===== src/rtl/int_fp_donusum.sv =====
// Signed 32-bit integer to IEEE-754 single converter with iterative normaliser.
// Define ROUND_RNE_EN for round-to-nearest-even; otherwise the mantissa is truncated.
module int_fp_donusum #(
    parameter int unsigned EXP_BIAS = 127
) (
    input  logic        clk_i,
    input  logic        rst_i,
    input  logic        en_i,
    input  logic [31:0] g1_i,
    input  logic        g_valid_i,
    output logic        g_ready_o,
    output logic [31:0] c_o,
    output logic        c_valid_o,
    input  logic        c_ready_i
);

    typedef enum logic [1:0] {IDLE, NORM, ROUND, DONE} state_t;

    state_t      state, state_next;
    logic        sign;
    logic [31:0] mag;
    logic [4:0]  e;
    logic [22:0] mant_trunc;
    logic [22:0] mant_out;
    logic        carry;
    logic [7:0]  exp_biased;

    assign g_ready_o = (state == IDLE) && en_i && !rst_i;

    always_comb begin
        mant_trunc = mag[30:8];
`ifdef ROUND_RNE_EN
        begin : rne
            logic        round_up;
            logic [23:0] mant_sum;
            round_up = mag[7] & ((|mag[6:0]) | mant_trunc[0]);
            mant_sum = {1'b0, mant_trunc} + {23'd0, round_up};
            mant_out = mant_sum[22:0];
            carry    = mant_sum[23];
        end
`else
        mant_out = mant_trunc;
        carry    = 1'b0;
`endif
        // A mantissa carry bumps the exponent; mant_out is already zero then.
        exp_biased = 8'(EXP_BIAS) + {3'b000, e} + {7'd0, carry};
    end

    always_ff @(posedge clk_i or posedge rst_i) begin
        if (rst_i) begin
            state <= IDLE;
        end else begin
            state <= state_next;
        end
    end

    always_comb begin
        state_next = state;
        if (!en_i) begin
            state_next = IDLE;
        end else begin
            case (state)
                IDLE:  if (g_valid_i) state_next = (g1_i == 32'd0) ? DONE : NORM;
                NORM:  if (mag[31]) state_next = ROUND;
                ROUND: state_next = DONE;
                DONE:  if (c_ready_i) state_next = IDLE;
                default: state_next = IDLE;
            endcase
        end
    end

    always_ff @(posedge clk_i or posedge rst_i) begin
        if (rst_i) begin
            sign      <= 1'b0;
            mag       <= '0;
            e         <= '0;
            c_o       <= '0;
            c_valid_o <= 1'b0;
        end else if (!en_i) begin
            sign      <= 1'b0;
            mag       <= '0;
            e         <= '0;
            c_valid_o <= 1'b0;
        end else begin
            case (state)
                IDLE: begin
                    if (g_valid_i) begin
                        sign <= g1_i[31];
                        // 0x80000000 negates to itself, which is exactly 2^31 unsigned.
                        mag  <= g1_i[31] ? (~g1_i + 32'd1) : g1_i;
                        e    <= 5'd31;
                        if (g1_i == 32'd0) begin
                            c_o       <= '0;
                            c_valid_o <= 1'b1;
                        end
                    end
                end
                NORM: begin
                    if (!mag[31]) begin
                        mag <= mag << 1;
                        e   <= e - 5'd1;
                    end
                end
                ROUND: begin
                    c_o       <= {sign, exp_biased, mant_out};
                    c_valid_o <= 1'b1;
                end
                DONE: begin
                    if (c_ready_i) c_valid_o <= 1'b0;
                end
                default: ;
            endcase
        end
    end

endmodule


===== config.mk =====
export PLATFORM = sky130hd
export DESIGN_NAME = int_fp_donusum
export DESIGN_NICKNAME = d
export VERILOG_FILES = /design/src/rtl/int_fp_donusum.sv
export SDC_FILE = /design/constraint.sdc
export NUM_CORES = 1
export LEC_CHECK = 0
export ABC_AREA = 0
export CAP_MARGIN = 20
export CORE_UTILIZATION = 48
export DETAILED_ROUTE_END_ITERATION = 6
export PLACE_DENSITY = 0.77
export SYNTH_ARGS = -nofsm -noshare
export SYNTH_HDL_FRONTEND = slang
export SYNTH_SLANG_ARGS = --single-unit

===== constraint.sdc =====
create_clock -name clk_i -period 3.9 [get_ports clk_i]
set_clock_uncertainty 0.2 [all_clocks]
set_input_delay 0.975 -clock clk_i [delete_from_list [all_inputs] [get_ports clk_i]]
set_output_delay 0.975 -clock clk_i [all_outputs]
set_load 0.03 [all_outputs]

==> flow_metrics.py <==
metrics = {
    "run": {
        "maxCapViolations": 0,
    },
    "timing": {
        "fmax_mhz": 281,
        "setup_viol": 0,
        "drv_slew": 0,
        "fin_ws_ns": 0.342,
        "slew_headroom_pct": 39.1,
        "tns_ns": 0,
        "worst_pin_slew_ns": 0.913,
        "period_share_pct": 91.2,
        "period_needed_ns": 3.56,
        "rsz0062_at_grt": "no",
        "finalHoldViolCount": 0,
    },
    "routing": {
        "ant_nets": 0,
        "drc_errors": 0,
        "drt_first_pass_iters": 5,
        "via_per_inst": 6.10,
        "vias": 3561,
        "routed_wl_um": 10200,
        "post_drt_wl_per_cell_um": 17.4,
        "drt-initial-drc-count": 225,
    },
    "global_routing": {
        "first_global_vias": 3381,
        "grt.overflow.total": 0,
        "grt_util_all_layers_pct": 24.7,
        "grt_max_degree": 74,
        "grt_pass1_wl_um": 16600,
        "antenna_found_initial": 0,
    },
    "finish": {
        "fin_nets": 521,
        "areaGrowthSynthToFinish_pct": 25.7,
        "drive_above_1_share_pct": 8.09,
        "num_antenna_cells": 0,
    },
    "hold_path": {
        "whs_path_depth": 2,
        "min_from": "mag[5]",
        "hold_path_class": "reg2reg",
        "whs_endpoint": "mag[5]",
    },
    "power": {
        "power_density_mw_per_mm2": 699,
        "ir_worst_vdd_mv": 0.241,
        "p_leak_nw": 2.15,
    },
    "die": {
        "boundaryPins": 71,
        "die_width_um": 93.4,
        "row_count": 32,
        "fp.coreArea_mm2": 0.00789,
        "dieHeight_um": 93.4,
        "start_util_pct": 50.9,
        "dieArea_mm2": 0.00873,
    },
    "critical_path": {
        "path_depth": 4,
        "cp_max_fo": 2,
        "critical_path_class": "in2out",
        "rr_endpoint": "mag[9]",
        "crit-reg2reg-launch": "state[1]",
        "ff2ff_path_depth": 7,
        "crit_arrival_ns": 2.38,
        "reg2reg_setup_slack_ns": 0.82,
        "path_buf_inv": 3,
        "end_kind": "output port",
        "path_cells": "clkdlybuf4s50_1, clkinvlp_4, and3_1, clkdlybuf4s50_1",
        "cp-start-kind": "primary input",
        "slowest_delay_ns": 0.58,
        "cp.required_ns": 2.72,
        "path_delay_family": "buffers and inverters",
        "crit_top_cell": "clkdlybuf4s50_1",
        "critPathSlowestCell": "clkdlybuf4s50_1",
    },
    "yosys": {
        "synth.area.top_cells": "dfrtp_1 46%, a22o_1 9.2%, o21ai_0 4.4%, xor2_1 3.7%, mux2i_1 3.2%",
        "synth-main-ff-cell": "dfrtp_1",
        "netlist_area_mm2": 0.00401,
        "syn_area_per_cell_um2": 9.81,
        "yosysUniqueCellTypes": 50,
        "ys_seq_elements": 73,
        "yosysMostFrequentCell": "dfrtp_1",
        "synth_edf_count": 0,
        "seq_area_frac_synth_pct": 45.5,
        "synth_top_area_share_pct": 45.5,
        "yosysTopAreaCell": "dfrtp_1",
        "synth_commonest_cells": "73 x dfrtp_1, 42 x a22o_1, 35 x o21ai_0, 29 x nand2_1, 28 x nor2_1",
        "syn-instance-count": 409,
        "syn-num-nets": 452,
        "ys_warn_count": 0,
        "ys_async_sr_fraction_pct": 100,
    },
    "placement": {
        "port_buffers": 70,
        "dp_slack_ns": 0.139,
        "place_congestion": 0.897,
        "hpwlAfterDp_um": 7110,
    },
    "clock_tree": {
        "tritoncts": "done",
        "cts_resized": 0,
        "cts.sinks": 73,
        "clkLatencyLatePin_ns": 0.35,
        "ctsHoldBuffers": 0,
        "cts-root-buf": "clkbuf_8",
        "cts.clk_slew.worst_paths_ns": 0.07,
        "numCtsBuffers": 9,
        "cts_buffer_depth": 2,
        "cts_setup_buffers": 0,
        "htreeDepth": 3,
    },
    "run_status": {
        "outcome": "finished clean",
    },
}
worst max path at each step:
stage	start	to	slack, ns
detailed placement	g1_i[1]	c_o[6]	0.14
CTS	rst_i	g_ready_o	0.32
finish	rst_i	g_ready_o	0.34
floorplan	rst_i	g_ready_o	0.11
global route	rst_i	g_ready_o	0.30
global placement	g1_i[0]	c_o[12]	0.27
layout make-up:
class	instances	area (um2)
Tap cell	102	128
Clock inverter	5	104
Multi-Input combinational cell	299	2000
Timing Repair Buffer	84	806
Sequential cell	73	1830
Fill cell	670	2840
Inverter	11	45.0
Clock buffer	10	138
routing by layer:
layer | wire length, um | part of all wire [%] | global-route usage, %
met1 | 4520 | 44 | 34.0
met2 | 4750 | 47 | 38.7
met3 | 637 | 6.3 | 3.82
met4 | 252 | 2.5 | 10.5
met5 | 0 | 0 | 0
cells in the final DEF (no fill, tap or decap), types with 2 or more instances in the layout:
master and n:
a21boi_0 3, a21oi_1 23, a22o_1 42, a22oi_1 12, and3_1 4, buf_4 14, bufinv_16 3, clkbuf_8 10
clkdlybuf4s50_1 70, dfrtp_1 73, ha_1 6, inv_1 10, mux2i_1 13, nand2_1 29, nand2b_1 4, nand3_1 8
nand4_1 6, nor2_1 28, nor2b_1 5, nor3_1 9, nor3_2 2, nor4_1 10, o2111ai_1 2, o211a_1 3
o21ai_0 35, o21ai_1 5, o31ai_1 5, or3_1 3, or4_1 2, xnor2_1 4, xor2_1 17
where the power goes:
group / total [mW] / switching (mW) / internal, mW
sequential: 1.26 / 0.218 / 1.04
clock: 0.724 / 0.285 / 0.439
combinational: 1.55 / 0.888 / 0.658
logic make-up after synthesis:
| kind of cell | synth area share [%] |
|---|---|
| AOI/OAI and AO/OA | 24.3 |
| and+or+nand+nor | 15.5 |
| DFF | 45.5 |
| buffers and inverters | 4.64 |
| xor gates and xnor gates | 4.58 |
| muxes | 3.52 |
| adders and majority gates | 1.87 |
tightest hold or removal path, delay by kind of cell, from the launching register on:
kind	cells	cell delay (ns)
DFF	1	0.36
and+or+nand+nor	2	0.10
flip-flops by register name, summed over array words and instances, names as in the netlist:
register	count
sign	1
mag	32
state	2
c_valid_o	1
e	5
c_o	32
per-stage QoR:
| step | instance area [um2] | hold WS, ns | util, % | power, mW | instances |
|---|---|---|---|---|---|
| after floorplan | 4020 | 0.239 | - | 2.21 | 409 |
| after global placement | 4810 | 0.253 | 60.9 | 2.75 | 569 |
| after detailed placement | 4810 | 0.277 | 60.9 | 2.81 | 569 |
| after CTS | 5050 | 0.292 | 64.0 | 3.53 | 584 |
| after global routing | 5050 | 0.293 | 64.0 | 3.71 | 584 |
| final | 5050 | 0.293 | 64.0 | 3.53 | 584 |
(Power assumes the default switching activity.)
